**src/rtl/rd_pntrs_and_empty.sv**
```systemverilog
// Read-domain pointer, empty flag and fill level for a dual-clock FIFO.
// Synchronises the Gray write pointer and exports the registered Gray read pointer.
module rd_pntrs_and_empty #(
  parameter int unsigned AWIDTH      = 4,
  parameter int unsigned SYNC_STAGES = 2
) (
  input  logic              rd_clk_i,
  input  logic              aclr_i,
  input  logic              rd_req_i,
  input  logic [AWIDTH:0]   wr_pntr_gray_i,
  output logic [AWIDTH-1:0] rd_pntr_o,
  output logic [AWIDTH:0]   rd_pntr_gray_rd_o,
  output logic              rd_empty_o,
  output logic [AWIDTH:0]   rd_usedw_o,
  output logic              rd_valid_o,
  output logic              rd_underflow_o
);

  localparam int unsigned PW = AWIDTH + 1;

  logic [SYNC_STAGES-1:0][PW-1:0] sync_q, sync_d;
  logic [PW-1:0] rd_bin_q, rd_bin_d;
  logic [PW-1:0] rd_gray_q, rd_gray_d;
  logic [PW-1:0] usedw_q, usedw_d;
  logic [PW-1:0] wq_gray_c, wq_bin_c;
  logic          empty_q, empty_d;
  logic          valid_q, valid_d;
  logic          underflow_q, underflow_d;
  logic          rd_ack_c;

  always_comb begin
    sync_d      = {sync_q[SYNC_STAGES-2:0], wr_pntr_gray_i};
    wq_gray_c   = sync_q[SYNC_STAGES-1];
    wq_bin_c    = '0;
    // Gray to binary: each bit is the XOR of itself and all higher bits
    for (int unsigned i = 0; i < PW; i++) begin
      wq_bin_c[i] = ^(wq_gray_c >> i);
    end
    rd_ack_c    = rd_req_i & ~empty_q;
    rd_bin_d    = rd_bin_q + PW'(rd_ack_c);
    rd_gray_d   = rd_bin_d ^ (rd_bin_d >> 1);
    // Look-ahead compare so empty rises on the edge that takes the last word
    empty_d     = (rd_gray_d == wq_gray_c);
    usedw_d     = wq_bin_c - rd_bin_d;
    valid_d     = rd_ack_c;
    underflow_d = underflow_q | (rd_req_i & empty_q);
  end

  always_ff @(posedge rd_clk_i or posedge aclr_i) begin
    if (aclr_i) begin
      sync_q      <= '0;
      rd_bin_q    <= '0;
      rd_gray_q   <= '0;
      usedw_q     <= '0;
      empty_q     <= 1'b1;
      valid_q     <= 1'b0;
      underflow_q <= 1'b0;
    end else begin
      sync_q      <= sync_d;
      rd_bin_q    <= rd_bin_d;
      rd_gray_q   <= rd_gray_d;
      usedw_q     <= usedw_d;
      empty_q     <= empty_d;
      valid_q     <= valid_d;
      underflow_q <= underflow_d;
    end
  end

  assign rd_pntr_o         = rd_bin_q[AWIDTH-1:0];
  assign rd_pntr_gray_rd_o = rd_gray_q;
  assign rd_empty_o        = empty_q;
  assign rd_usedw_o        = usedw_q;
  assign rd_valid_o        = valid_q;
  assign rd_underflow_o    = underflow_q;

endmodule
```
**config.mk**
```make
export PLATFORM = sky130hd
export DESIGN_NAME = rd_pntrs_and_empty
export DESIGN_NICKNAME = d
export VERILOG_FILES = /design/src/rtl/rd_pntrs_and_empty.sv
export SDC_FILE = /design/constraint.sdc
export NUM_CORES = 1
export LEC_CHECK = 0
export CORE_MARGIN = 4
export CORE_UTILIZATION = 45
export CTS_CLUSTER_SIZE = 40
export DETAILED_ROUTE_END_ITERATION = 6
export PLACE_DENSITY = 0.72
export REMOVE_ABC_BUFFERS = 1
export SETUP_SLACK_MARGIN = 0.05
export SLEW_MARGIN = 20
export SYNTH_ARGS = -nofsm -noshare
export SYNTH_HDL_FRONTEND = slang
export SYNTH_SLANG_ARGS = --single-unit
```
**constraint.sdc**
```tcl
create_clock -name rd_clk_i -period 7.3 [get_ports rd_clk_i]
set_input_delay 1.095 -clock rd_clk_i [delete_from_list [all_inputs] [get_ports rd_clk_i]]
set_output_delay 1.095 -clock rd_clk_i [all_outputs]
set_load 0.01 [all_outputs]
```
After elaboration in Yosys (flattened, before gate mapping):

Cells that the tools add are included.

* bits in registers: 28
* latch bits: 0
* memory bits (writable): 0
* memory bits (read-only): 0
* input port bits: 8
* logic and storage cells: 21
* memories kept: 0

* add/sub/neg operators: 2
* multipliers: 0
* divide/modulo/power cells: 0
* order comparisons: 0
* equality and inequality tests: 1
* shift operators: 0
* muxes and demuxes: 0
* bitwise logic cells: 5
* reductions and logical operators: 5

Operator list (number)
* parity 5 bit: 5
* adder 5 x 1 -> 5 bit: 1
* equality test 5 bit: 1
* subtractor 5 bit: 1
* XOR 5 x 4 -> 5 bit: 1
* bitwise AND 1 bit: 2
* NOT 1 bit: 1
* bitwise OR 1 bit: 1

Logic depth before layout (Yosys ltp):

Gate-level depths: netlist of the first run.

* depth in word-level cells: 5
* depth in mapped cells: 10

Least setup slack after synthesis of the first run:

Ideal clock, no wire load.

* path type: input-to-reg
* start point: input port rd_req_i
* end point: register usedw_q[4] (netlist: rd_usedw_o[4])
* setup time: 0.126 ns
* data arrival time: 2.899 ns
* data required time: 7.174 ns
* slack: 4.275 ns
* stages: 9
* path through: nor2b_1 > ha_1 > ha_1 > xor2_2 > inv_1 > ha_1 > a21oi_1 > maj3_1 > xnor2_1

* cells in the longest elaborated chain, start to end: 3

RTL lines
* start: declaration: line 9 `input logic rd_req_i,`
* bitwise AND 1 bit: line 39 `rd_ack_c = rd_req_i & ~empty_q;`
* adder 5 x 1 -> 5 bit: line 40 `rd_bin_d = rd_bin_q + PW'(rd_ack_c);`
* named net rd_bin_d[2]: line 22 `logic [PW-1:0] rd_bin_q, rd_bin_d;`
* subtractor 5 bit: line 44 `usedw_d = wq_bin_c - rd_bin_d;`
* named net usedw_d[4]: line 24 `logic [PW-1:0] usedw_q, usedw_d;`
* end signal: assignment: line 62 `usedw_q <= usedw_d;`
* end: declaration: line 24

The timed path passes the listed nets, and every way through them passes these cells.

Final worst setup path of the first run:

* start point: input port rd_req_i
* end point: register usedw_q[4] (netlist: rd_usedw_o[4])

* cells in the longest elaborated chain, start to end: 3

RTL lines
* bitwise AND 1 bit: line 39
* named net rd_ack_c: line 29 `logic rd_ack_c;`
* adder 5 x 1 -> 5 bit: line 40
* named net rd_bin_d[2]: line 22
* subtractor 5 bit: line 44
* named net usedw_d[4]: line 24

The timed path passes the listed nets, and every way through them passes these cells.

==> reports/metrics.yaml, run 1 <==
floorplanning:
  core_area_um2: 2450
  core.rowCount: 18
  die_y_extent_um: 58.6
  design.portCount: 25
  initial_core_util: 0.469
  design.die.area_um2: 3430
  die_w_um: 58.6
placed_design:
  io_buffer_count: 24
  place.gp.congestion: 0.835
  post_detailed_placement_cell_area_um2: 1420
  dp.final_hpwl_mm: 1.28
  dp_worst_setup_slack_ns: 3.60
critical_path:
  critPathKind: "in2reg"
  cp-start-kind: "input port"
  worst_path_largest_cell_delay_ns: 0.47
  crit_path_end_kind: "register"
  regToRegStartpoint: "wq_gray_c[3]$_DFF_PP0_"
  cp.required_ns: 7.52
  crit_fanout: 5
  critical_path.slowest_cell: "clkdlybuf4s50_1"
  cp_data_arrival_time_ns: 3.57
  critical-path-top-cell-by-count: "ha_1"
  timing.reg2reg.setup_slack_ns: 4.70
  crit_path_cell_trace: "clkdlybuf4s50_1, nor2b_1, ha_1, ha_1, xor2_2, inv_1, ha_1, a21oi_1, maj3_1, xnor2_1"
  regToRegEndpoint: "rd_usedw_o[4]$_DFF_PP0_"
  reg2regPathDepth: 10
pwr:
  total_power_uw: 664
  power.static_leakage_nw: 0.647
  maximum_vdd_ir_drop_v: 0.000257
  total_switching_power_uw: 241
  share_of_power_burned_in_the_clock_network: 0.094
  cellInternalPower_uw: 424
  powerDensity_nw_per_um2: 460
  p_sw_frac: 0.362
  seqPwrFrac: 0.361
  combPwrFrac: 0.545
clock_tree:
  cts-root-buf: "clkbuf_4"
  tritoncts: "built"
  clk-insertion-delay-late_ns: 0.32
  cts-hold-fix-buffers: 0
  numCtsBuffers: 3
  postCtsResizedCells: 0
  clock_path_buffers: 2
  path_clk_slew_ns: 0.14
  cts.htree.levels: 1
  tritoncts_num_sinks: 27
  cts_post_setup_buffers_inserted: 0
layout:
  antenna_cells: 0
  final_area_um2: 1440
  fraction_of_final_layout_cells_with_drive_strength_greater_than_1: 0.0833
  commonest_non_fill_non_tap_cell_in_the_layout: "dfrtp_1"
  mostFrequentLayoutCells: "dfrtp_1, clkdlybuf4s50_1, xor2_1"
  fillCellCount: 201
  layout.nets: 123
  synthToLayoutAreaGrowth_pct: 25.4
routing:
  drt_first_pass_iters: 2
  post-route-drc-count: 0
  drt.antenna.violating_nets: 0
  vias: 648
  detailedRoute.firstIterationViolations: 1
  wl_per_cell_um: 11.9
  totalWireLength_mm: 1.65
  post_drt_via_cell_ratio: 4.70
min_path:
  timing.hold.worst_endpoint: "wq_gray_c[1]$_DFF_PP0_"
  hold_depth: 0
  min_from: "sync_d[6]$_DFF_PP0_"
  hold_path_class: "reg2reg"
global_route:
  grt.total_usage: 0.112
  grt_max_degree: 28
  grt-ovfl-total: 0
  wire_length_of_the_first_global_routing_pass_mm: 2.88
  grt_pass1_vias: 640
  antenna_found_initial: 0
timing:
  fin_tns_setup_ns: 0
  fin_hold_ws_ns: 0.364
  tightest_pin_transition_ns: 0.892
  relSlewSlack: 0.402
  final_period_minus_worst_setup_slack_ns: 3.35
  grt_setup_unrepaired: "false"
  min_setup_slack_post_route_ns: 3.95
  finalSetupViolations: 0
  clock_skew_ns: 0.00731
  layout_worst_path_cycle_share: 0.459
  achievable-frequency_mhz: 298
  report.final.hold_viol_count: 0
  timing.final.max_slew_violations: 0
flow_run:
  drv.max_cap_violation_count: 0
synthesis:
  yosys_register_bits: 27
  netlist_area_um2: 1150
  synth-seq-area-share: 0.588
  synthDistinctLibCells: 23
  syn_inst: 81
  syn_area_per_cell_um2: 14.2
  yosys_warnings: 0
status:
  run_status: "completed"
==> layer usage <==
metal | wire (um) | global-route usage | vias up
li1 | - | - | 312
met1 | 705 | 0.140 | 319
met2 | 841 | 0.183 | 15
met3 | 83 | 0.0307 | 2
met4 | 19 | 0.0485 | 0
met5 | 0 | 0 | -
==> metrics by stage <==
stage,util,instances
5_1_grt,0.588,138
6_report,0.588,138
4_1_cts,0.588,138
3_5_place_dp,0.577,134
2_1_floorplan,-,80
3_3_place_gp,0.577,134
==> layout make-up <==
cell class | count | area [um^2] | share of cell area
multi-input combinational | 47 | 440 | 0.305
sequential | 27 | 677 | 0.469
inverter | 6 | 22.5 | 0.0156
clock buffer | 4 | 26.3 | 0.0182
tap | 30 | 37.5 | 0.0260
timing repair buffer | 24 | 240 | 0.166
==> power by group through the flow <==
stage	clock network [mW]	logic, mW	registers [mW]
after global routing	0.0710	0.402	0.248
after floorplan	0	0.209	0.263
after global placement	0	0.363	0.242
after detailed placement	0	0.368	0.245
final	0.0626	0.362	0.240
after CTS	0.0654	0.371	0.241
==> Yosys cell counts, drive strengths merged <==
master,count,area share
a22oi,1,0.011
o211a,1,0.0087
inv,6,0.020
nor2b,1,0.0054
a21o,2,0.013
buf,1,0.0098
xnor2,12,0.11
nand3,2,0.0087
a21oi,2,0.0087
dfrtp,26,0.57
and4b,1,0.0087
nand3b,1,0.0065
mux2i,1,0.0087
xor2,11,0.090
ha,5,0.054
dfstp,1,0.023
nand2b,1,0.0054
fa,1,0.017
nand2,3,0.0098
maj3,1,0.0087
a21boi,1,0.0065
==> how the worst max path moves through the flow <==
stage | end | cells after the start | from
floorplan | rd_usedw_o[4]$_DFF_PP0_ | 9 | rd_req_i
global placement | rd_usedw_o[4]$_DFF_PP0_ | 10 | rd_req_i
detailed placement | rd_usedw_o[4]$_DFF_PP0_ | 10 | rd_req_i
CTS | rd_usedw_o[4]$_DFF_PP0_ | 10 | rd_req_i
global route | rd_usedw_o[4]$_DFF_PP0_ | 10 | rd_req_i
finish | rd_usedw_o[4]$_DFF_PP0_ | 10 | rd_req_i
==> critical path, delay by kind of cell <==
kind                     cells  cell delay (ns)
adder cells (fa/ha/maj)      4             1.25
buffers and inverters        2             0.58
XOR/XNOR                     2             0.40
AND/OR/NAND/NOR              1             0.17
AO/OA/AOI/OAI                1             0.08
==> sequential cells by signal, indices dropped and copies added, names as in the netlist <==
signal and cells:
rd_bin_q 5, rd_usedw_o 5, sync_d 5, wq_gray_c 5, rd_pntr_gray_rd_o 4, rd_empty_o 1, rd_underflow_o 1, rd_valid_o 1
==> kinds of logic (layout without fill, tap and decap cells) <==
family,count (synthesis),count (layout),synth area share
buffers and inverters,7,34,0.0293
flip-flops,27,27,0.588
AO/OA/AOI/OAI,7,7,0.0478
XOR/XNOR,23,23,0.201
AND/OR/NAND/NOR,9,9,0.0446
adder cells (fa/ha/maj),7,7,0.0804
multiplexers,1,1,0.00870
(Power assumes the default switching activity.)
==> inputs of run 2 (changes only) <==
Clock period 7.3 ns to 3.45 ns, I/O delays scaled along.
==> reports/metrics.yaml, run 2 (same netlist as run 1, synthesis figures left out) <==
status:
  run_status: "completed"  # unchanged
clock_tree:
  tritoncts_num_sinks: 27  # unchanged
  numCtsBuffers: 3  # unchanged
  clock_path_buffers: 2  # unchanged
  path_clk_slew_ns: 0.14  # about the same
  tritoncts: "built"  # unchanged
  cts-hold-fix-buffers: 0  # unchanged
  cts.htree.levels: 1  # unchanged
  postCtsResizedCells: 0  # unchanged
  cts-root-buf: "clkbuf_4"  # unchanged
  cts_post_setup_buffers_inserted: 0  # unchanged
  clk-insertion-delay-late_ns: 0.32  # about the same
pwr:
  combPwrFrac: 0.547  # was 0.545
  power.static_leakage_nw: 0.650  # was 0.647 nW
  maximum_vdd_ir_drop_v: 0.000546  # was 0.000257 V
  total_switching_power_uw: 511  # was 241 uW
  cellInternalPower_uw: 895  # was 424 uW
  p_sw_frac: 0.363  # was 0.362
  seqPwrFrac: 0.361  # about the same
  powerDensity_nw_per_um2: 973  # was 460 nW/um^2
  share_of_power_burned_in_the_clock_network: 0.092  # was 0.094
critical_path:
  crit_path_cell_trace: "clkdlybuf4s50_1, nor2b_1, ha_1, ha_1, xor2_2, inv_1, ha_1, a21oi_1, maj3_1, xnor2_1"  # unchanged
  crit_fanout: 5  # unchanged
  critical_path.slowest_cell: "clkdlybuf4s50_1"  # unchanged
  setup.worst_path.start: "rd_req_i"  # unchanged
  crit_path_end_kind: "register"  # unchanged
  cp-start-kind: "input port"  # unchanged
  worst_path_largest_cell_delay_ns: 0.47  # about the same
  critical-path-top-cell-by-count: "ha_1"  # unchanged
  critPathKind: "in2reg"  # unchanged
  path_buf_inv: 2  # unchanged
  cp.required_ns: 3.67  # was 7.52 ns
  regToRegStartpoint: "wq_gray_c[3]$_DFF_PP0_"  # unchanged
  cp_data_arrival_time_ns: 3.02  # was 3.57 ns
  kind_of_cell_with_the_highest_combined_delay_on_the_critical_path: "adder cells"  # unchanged
layout:
  layout.nets: 123  # unchanged
  sequential_cell_area_um2: 677  # unchanged
  fillCellCount: 206  # was 201
  mostFrequentLayoutCells: "dfrtp_1, clkdlybuf4s50_1, xor2_1"  # unchanged
  commonest_non_fill_non_tap_cell_in_the_layout: "dfrtp_1"  # unchanged
  synthToLayoutAreaGrowth_pct: 25.5  # was 25.4%
  multi_input_gate_area_in_the_final_layout_um2: 440  # unchanged
  fraction_of_final_layout_cells_with_drive_strength_greater_than_1: 0.0926  # was 0.0833
  final_cell_count_no_fill: 138  # unchanged
  antenna_cells: 0  # unchanged
timing:
  relSlewSlack: 0.405  # was 0.402
  finalSetupViolations: 0  # unchanged
  final_period_minus_worst_setup_slack_ns: 2.80
  achievable-frequency_mhz: 357
  min_setup_slack_post_route_ns: 0.646  # was 3.95 ns
  report.final.hold_viol_count: 0  # unchanged
  tightest_pin_transition_ns: 0.887  # was 0.892 ns
  timing.final.max_slew_violations: 0  # unchanged
  fin_tns_setup_ns: 0  # unchanged
  clock_skew_ns: 0.00881  # was 0.00731 ns
  layout_worst_path_cycle_share: 0.813
  grt_setup_unrepaired: "false"  # unchanged
flow_run:
  drv.max_cap_violation_count: 0  # unchanged
floorplanning:
  design.die.area_um2: 3430  # unchanged
  die_w_um: 58.6  # unchanged
  core.rowCount: 18  # unchanged
  initial_core_util: 0.469  # unchanged
  core_area_um2: 2450  # unchanged
  die_y_extent_um: 58.6  # unchanged
  design.portCount: 25  # unchanged
routing:
  post-route-drc-count: 0  # unchanged
  detailedRoute.firstIterationViolations: 2  # was 1
  drt.antenna.violating_nets: 0  # unchanged
  totalWireLength_mm: 1.65  # about the same
  wl_per_cell_um: 11.9  # about the same
  post_drt_via_cell_ratio: 4.58  # was 4.70
  drt_first_pass_iters: 3  # was 2
  vias: 632  # was 648
min_path:
  hold_path_class: "reg2reg"  # unchanged
  min_from: "sync_d[6]$_DFF_PP0_"  # unchanged
placed_design:
  dpl.cell_count: 134  # unchanged
  dp.final_hpwl_mm: 1.28  # about the same
  place.gp.congestion: 0.835  # unchanged
  dp_worst_setup_slack_ns: 0.308  # was 3.60 ns
  io_buffer_count: 24  # unchanged
global_route:
  grt.total_usage: 0.119  # was 0.112
  grt_max_degree: 28  # unchanged
  wire_length_of_the_first_global_routing_pass_mm: 3.11  # was 2.88 mm
  grt-ovfl-total: 0  # unchanged
  antenna_found_initial: 0  # unchanged
  grt_pass1_vias: 667  # was 640
[run 2: path summary, 6_finish.rpt]
check                                      endpoint  cells past startpoint  slack, ns
max                         rd_usedw_o[4]$_DFF_PP0_                     10       0.65
min                          wq_gray_c[1]$_DFF_PP0_                      0       0.36
max reg2reg                 rd_usedw_o[4]$_DFF_PP0_                     10       0.85
min reg2reg                  wq_gray_c[1]$_DFF_PP0_                      0       0.36
max in group asynchronous  rd_underflow_o$_DFF_PP0_                      2       2.47
min in group asynchronous       sync_d[9]$_DFF_PP0_                      2       0.56
[run 2: final cells by class]
cell class	count	area share
Tap cell	30	0.0260
Clock inverter	1	0.00346
Sequential cell	27	0.468
Timing Repair Buffer	24	0.166
Clock buffer	3	0.0156
Inverter	6	0.0156
Multi-Input combinational cell	47	0.305
[run 2: layer usage]
metal	GRT usage	vias up	wire [um]
met4	0.0485	0	27
met2	0.193	15	831
met1	0.159	302	711
met5	0	-	0
li1	-	311	-
met3	0.0197	4	77
[run 2: metrics by stage]
| step | hold slack, ns | power, mW | cell area (um^2) | util |
|---|---|---|---|---|
| 4_1_cts | 0.366 | 1.43 | 1450 | 0.589 |
| 5_1_grt | 0.379 | 1.54 | 1450 | 0.589 |
| 2_1_floorplan | 0.331 | 0.999 | 1140 | - |
| 3_3_place_gp | 0.332 | 1.28 | 1420 | 0.577 |
| 6_report | 0.364 | 1.41 | 1450 | 0.589 |
| 3_5_place_dp | 0.335 | 1.29 | 1420 | 0.577 |
[run 2: power by group through the flow]
stage / clock [mW] / sequential (mW) / combinational (mW)
finish: 0.130 / 0.508 / 0.768
detailed placement: 0 / 0.519 / 0.770
floorplan: 0 / 0.557 / 0.442
global placement: 0 / 0.512 / 0.768
CTS: 0.139 / 0.511 / 0.783
global route: 0.153 / 0.527 / 0.856
